File: config.mk
export PLATFORM = sky130hd
export DESIGN_NAME = lcd_arbiter
export DESIGN_NICKNAME = d
export VERILOG_FILES = /design/src/rtl/lcd_arbiter.sv
export SDC_FILE = /design/constraint.sdc
export NUM_CORES = 1
export LEC_CHECK = 0
export ABC_CLOCK_PERIOD_IN_PS = 2000
export BUFFER_PORTS_ARGS = -buffer_cell sky130_fd_sc_hd__buf_2
export CORE_ASPECT_RATIO = 0.7
export CORE_MARGIN = 4
export CORE_UTILIZATION = 42
export DETAILED_ROUTE_END_ITERATION = 7
export PLACE_DENSITY = 0.66
export SKIP_CTS_REPAIR_TIMING = 1
export SLEW_MARGIN = 20
export SYNTH_ARGS = -nofsm -noshare
export SYNTH_HDL_FRONTEND = slang
export SYNTH_SLANG_ARGS = --single-unit
File: constraint.sdc
create_clock -name clk -period 2 [get_ports clk]
set_input_delay 0.5 -clock clk [delete_from_list [all_inputs] [get_ports clk]]
set_output_delay 0.5 -clock clk [all_outputs]
set_load 0.01 [all_outputs]
File: src/rtl/lcd_arbiter.sv
// Round-robin arbiter sharing one LCD character-write port between clients A and B.
// The winner's row/column/char are latched at grant and held until the driver acks or the watchdog fires.
module lcd_arbiter #(
   parameter int TIMEOUT = 1023,
   parameter int TO_W    = 10
) (
   input  logic       clk,
   input  logic       rst,
   input  logic       req_a,
   input  logic       row_a,
   input  logic [5:0] col_a,
   input  logic [7:0] char_a,
   output logic       ack_a,
   output logic       err_a,
   input  logic       req_b,
   input  logic       row_b,
   input  logic [5:0] col_b,
   input  logic [7:0] char_b,
   output logic       ack_b,
   output logic       err_b,
   output logic       rq_lcd,
   input  logic       ack_lcd,
   output logic       lcd_row,
   output logic [5:0] lcd_column,
   output logic [7:0] lcd_char,
   output logic       busy
);

   typedef enum logic [1:0] {IDLE, BUSY, GAP} state_t;
   typedef enum logic {CLIENT_A, CLIENT_B} client_t;

   localparam logic [TO_W-1:0] TO_LAST = TO_W'(TIMEOUT - 1);

   state_t          state, state_nxt;
   client_t         owner, owner_nxt;
   client_t         last_grant, last_grant_nxt;
   client_t         winner;
   logic [TO_W-1:0] cnt, cnt_nxt;
   logic            rq_nxt, row_nxt, busy_nxt;
   logic [5:0]      col_nxt;
   logic [7:0]      char_nxt;
   logic            ack_a_nxt, ack_b_nxt, err_a_nxt, err_b_nxt;
   logic            finish, abort;

   // On a tie the client that did not win last time goes next.
   always_comb begin
      if (req_a && req_b) winner = (last_grant == CLIENT_A) ? CLIENT_B : CLIENT_A;
      else                winner = req_b ? CLIENT_B : CLIENT_A;
   end

   // NOTE: every signal gets its default before the case so no path leaves one unassigned (no latches).
   always_comb begin
      state_nxt      = state;
      owner_nxt      = owner;
      last_grant_nxt = last_grant;
      cnt_nxt        = cnt;
      rq_nxt         = rq_lcd;
      row_nxt        = lcd_row;
      col_nxt        = lcd_column;
      char_nxt       = lcd_char;
      ack_a_nxt      = 1'b0;
      ack_b_nxt      = 1'b0;
      err_a_nxt      = 1'b0;
      err_b_nxt      = 1'b0;
      finish         = 1'b0;
      abort          = 1'b0;

      unique case (state)
         IDLE: begin
            if (req_a || req_b) begin
               owner_nxt = winner;
               row_nxt   = (winner == CLIENT_B) ? row_b  : row_a;
               col_nxt   = (winner == CLIENT_B) ? col_b  : col_a;
               char_nxt  = (winner == CLIENT_B) ? char_b : char_a;
               rq_nxt    = 1'b1;
               cnt_nxt   = '0;
               state_nxt = BUSY;
            end
         end
         BUSY: begin
            cnt_nxt = cnt + 1'b1;
            // A driver ack on the timeout cycle still counts as success.
            if (ack_lcd) begin
               finish = 1'b1;
            end else if (cnt == TO_LAST) begin
               finish = 1'b1;
               abort  = 1'b1;
            end
         end
         GAP: begin
            state_nxt = IDLE;
         end
         default: begin
            state_nxt = IDLE;
         end
      endcase

      if (finish) begin
         rq_nxt         = 1'b0;
         ack_a_nxt      = (owner == CLIENT_A);
         ack_b_nxt      = (owner == CLIENT_B);
         err_a_nxt      = abort && (owner == CLIENT_A);
         err_b_nxt      = abort && (owner == CLIENT_B);
         last_grant_nxt = owner;
         state_nxt      = GAP;
      end

      busy_nxt = (state_nxt != IDLE);
   end

   // NOTE: sequential state uses non-blocking assignments so every register samples pre-edge values.
   always_ff @(posedge clk or posedge rst) begin
      if (rst) begin
         state      <= IDLE;
         owner      <= CLIENT_A;
         last_grant <= CLIENT_B;
         cnt        <= '0;
         rq_lcd     <= 1'b0;
         lcd_row    <= 1'b0;
         lcd_column <= '0;
         lcd_char   <= 8'h20;
         ack_a      <= 1'b0;
         ack_b      <= 1'b0;
         err_a      <= 1'b0;
         err_b      <= 1'b0;
         busy       <= 1'b0;
      end else begin
         state      <= state_nxt;
         owner      <= owner_nxt;
         last_grant <= last_grant_nxt;
         cnt        <= cnt_nxt;
         rq_lcd     <= rq_nxt;
         lcd_row    <= row_nxt;
         lcd_column <= col_nxt;
         lcd_char   <= char_nxt;
         ack_a      <= ack_a_nxt;
         ack_b      <= ack_b_nxt;
         err_a      <= err_a_nxt;
         err_b      <= err_b_nxt;
         busy       <= busy_nxt;
      end
   end

endmodule

After elaboration in Yosys (flattened, before gate mapping)
Index checks and enable logic that the tools add are counted.

Input port bits: 35. Output and inout port bits: 21. Register bits after elaboration: 35.

Reduce and logical (&&, ||, !) cells: 12. Bitwise gates (word level): 1. Muxes and demuxes: 23. Add/subtract/negate cells: 1. Eq/ne operators: 3.

Operators with widths (number): $pmux 10 s2 (1); $mux 1 (16); $add 10x1->10 const B (1); $eq 10x10->1 const B (1); $mux 10 (1); $mux 8 (1); $reduce_bool 2->1 (4); $mux 6 (1); $reduce_and 2->1 (3); $mux 2 (2); $pmux 2 s2 (1); $logic_and 1x1->1 (3); $eq 2x1->1 const B (1); $logic_not 2->1 (1); $ne 2x2->1 const B (1); $logic_or 1x1->1 (1); $not 1->1 (1).

Longest topological paths before layout
Word-level depth: 6. Depth in mapped cells: 6. Gate-level depth less buffers: 6.

Worst setup path after synthesis
Ideal clock, no wire load.

Path kind: reg2reg. Start: reg cnt[0]. End: reg last_grant. Buffers on the path: 0. Path slack: 475 ps. Data required time: 1918 ps. Arrival time: 1443 ps. Period minus slack after synthesis: 1525 ps. Stages on the path, launching flop included: 7. Setup time: 82 ps. Cell sequence: dfrtp_1 > inv_1 > ha_1 > and3_4 > a41o_1 > and2_4 > mux2_4.

Longest elaborated chain between the ends: 4.

Ends and longest elaborated chain: start, declared (RTL line 38) `logic [TO_W-1:0] cnt, cnt_nxt;`; start signal, assigned (RTL line 131) `cnt <= cnt_nxt;`; $eq 10x10->1 (RTL line 85) `end else if (cnt == TO_LAST) begin`; $mux 1 (RTL line 85); $mux 1 (RTL line 83) `if (ack_lcd) begin`; $mux 1 (RTL line 68) `unique case (state)`; end signal, assigned (RTL line 130) `last_grant <= last_grant_nxt;`; end, declared (RTL line 36) `client_t last_grant, last_grant_nxt;`.

No other way between the ends. A chain may end at the register's enable or synchronous reset.

Worst setup path after layout
Ends and elaborated chain as after synthesis.

==> results.md <==
- Clock tree sinks: 35
- Die Y-Extent: ~59 um
- Number of port buffers: 55
- Mapped Nets: 184
- Register bit count reported by yosys: 35
- Seq/Total Area, Yosys: 0.555
- Most common cell in the netlist: dfrtp_1
- Net Sw Power: between 900 and 1000 uW
- Synthesis-to-finish area growth: 26.8%
- Clock Path Buffers: 2
- WHS: 0.305 ns
- Clk slew on worst S/H paths: ~0.07 ns
- Root Driver: clkbuf_8
- Reg-to-Reg End: last_grant
- Final Non-Filler Cells: 258
- Final Util: 0.560
- Endpoints failing hold: 0
- Final antenna diode count: 0
- Via count: 1,264
- 1st-iter DRT viols: 55
- I/O pin cnt: between 50 and 60
- Yosys top cell area share: 0.522
- Crit. End Element: flop
- Layout cells sized above 1: 0.370
- Setup repair after global routing missed its margin: no
- Max VDD drop: 0.000682 V
- Mapped Cells: 147
- Async set-reset flop share out of synthesis: 1.00
- Fin Setup TNS: 0 ns
- Synth warnings: 0
- Peak Freq: 593 MHz
- Final WL: 3340 um
- Internal power: 1620 uW
- Arr. time, crit path: around 1.9 ns
- Worst Skew: roughly 0.010 ns
- Placed Instances: 250
- Avg Cell Area, Syn: 10.8 um2
- Clock power frac: 0.190
- First-pass DRT Iterations: 4
- Seq pwr share: 0.445
- Wire length of the first global-routing pass: 5340 um
- DIE AREA: 4830 um2
- Die W: 81.4 um
- Setup crit start kind: flop
- Worst rel slew slack: 0.644
- Vias in the first global route: 1,195
- CTS Buf Count: 5
- Distinct cell type count after synthesis: 35
- Worst-Margin Slew: 0.535 ns
- Worst hold path class: in2async
- Dominant synthesized flop cell: dfrtp_1
- Pwr Density: 1260 nW/um2
- Dpl hpwl: 2560 um
- Largest cells by area after synthesis: dfrtp_1 52%, mux2i_1 10%, o21ai_0 7.3%
- Mapped Area: 1580 um2
- # H-tree levels: 2
- Worst skew pair latency: 0.28 ns
- Core outline area: 3580 um2
- Layout net count: 244
- Area leader, netlist: dfrtp_1
- Slew Viols, Final: 0
- Outcome: finished, final reports clean
- Fillcell total: 325
- RePlAce Congestion: 0.772
- Setup violations, final: 0
- TritonCTS clock tree: yes
- Synth cell count leaders: 33 x dfrtp_1, 23 x nand2_1, 23 x o21ai_0
- R2r setup slk: 0.31 ns
- Net Sw Frac: 0.360
- Initial core utilization: 0.442
- Crit path required time: 2.21 ns
- Max Cap Viol: 0
- Antenna viol nets, final: 0
- Num rows: 18
- Largest net degree at the start of global routing: 36
- Period minus WS final: 1.69 ns
- Avg WL per Cell: roughly 13 um
- Vias/cell: 4.90
- Total global routing overflow: 0
- DRC: 0
- Max FO, Critical Path: 4
- Worst reg-to-reg path cell count: 6
- Crit path kind: reg2reg
- Number of synthesized flops with an enable pin: 0
- P_leak: 0.00101 uW
- Final period util: 0.844
- Reg-to-Reg Start: cnt[0]
- Logic pwr share: 0.365
- Antenna violations before repair: 0
- Total GRT Usage: 0.147
-- layout make-up --
| cell class | instances | area [um2] | share of cell area |
|---|---|---|---|
| Timing Repair Buffer | 60 | 313 | 0.156 |
| Tap cell | 50 | 62.6 | 0.0312 |
| Sequential cell | 35 | 878 | 0.438 |
| Inverter | 4 | 15.0 | 0.00748 |
| Clock inverter | 1 | 5.00 | 0.00249 |
| Clock buffer | 7 | 76.3 | 0.0380 |
| Multi-Input combinational cell | 101 | 657 | 0.327 |
-- cells by family (layout without fill, tap and decap cells) --
family / after synthesis / count (layout) / synth area share
simple gates: 47 / 47 / 0.152
flops: 35 / 35 / 0.555
compound gates: 31 / 31 / 0.108
mux: 18 / 18 / 0.118
buf+inv: 11 / 72 / 0.0348
xor+xnor: 3 / 3 / 0.0166
fa+ha+maj: 2 / 2 / 0.0158
-- worst max-delay path, cell delays in order, from the launching register on --
cell     delay (ns)
dfrtp_1        0.39
inv_1          0.09
ha_1           0.22
and3_4         0.18
a41o_1         0.27
and2_4         0.18
mux2_4         0.29
-- stage by stage --
| stage | total power, uW | setup slack, ns | area [um2] |
|---|---|---|---|
| final | 2530 | 0.313 | 2010 |
| after global routing | 2740 | 0.230 | 2010 |
| after CTS | 2560 | 0.311 | 2010 |
| after detailed placement | 2080 | 0.320 | 1930 |
| after global placement | 2040 | 0.355 | 1930 |
| after floorplan | 1710 | 0.475 | 1580 |
-- power groups by stage --
stage                     combinational, uW  clock [uW]  sequential (uW)
final                                   923         480             1130
after floorplan                         502           0             1200
after CTS                               942         492             1130
after global routing                   1050         531             1170
after global placement                  912           0             1130
after detailed placement                942           0             1140
-- sequential cells by signal, indices dropped and copies added, names as in the netlist --
name,cells
cnt,10
ack_a,1
err_b,1
last_grant,1
err_a,1
state,2
rq_lcd,1
lcd_row,1
lcd_char,8
busy,1
owner,1
lcd_column,6
ack_b,1
-- worst max-delay path by stage --
| stage | end | start | slack [ns] | depth (start not counted) |
|---|---|---|---|---|
| 3_3_place_gp | last_grant | cnt[0] | 0.35 | 6 |
| 2_1_floorplan | last_grant | cnt[0] | 0.47 | 6 |
| 3_5_place_dp | last_grant | cnt[0] | 0.32 | 6 |
| 4_1_cts | last_grant | cnt[0] | 0.31 | 6 |
| 6_report | last_grant | cnt[0] | 0.31 | 6 |
| 5_1_grt | last_grant | cnt[0] | 0.23 | 6 |
-- metal layers --
metal	up-vias	global-route usage	wire, um
met5	-	0	0
met4	0	0.0506	22
met3	3	0.0502	252
met2	34	0.242	1560
met1	594	0.181	1500
li1	633	-	-
-- cells in the final DEF (no fill, tap or decap), types with 2 or more instances in the layout --
cell / netlist / layout
and3_2: 2 / 2
mux2i_1: 16 / 16
clkbuf_1: 3 / 2
o21ai_0: 23 / 23
nand3_1: 9 / 9
dfrtp_1: 33 / 33
buf_2: 2 / 55
ha_1: 2 / 2
nor2b_1: 2 / 2
a31oi_1: 2 / 2
nor2_1: 2 / 2
nand2_1: 23 / 23
dfstp_2: 2 / 2
xnor2_1: 2 / 2
clkbuf_8: 0 / 5
buf_4: 1 / 5
inv_1: 4 / 4
Power figures use the tool's default switching activity.
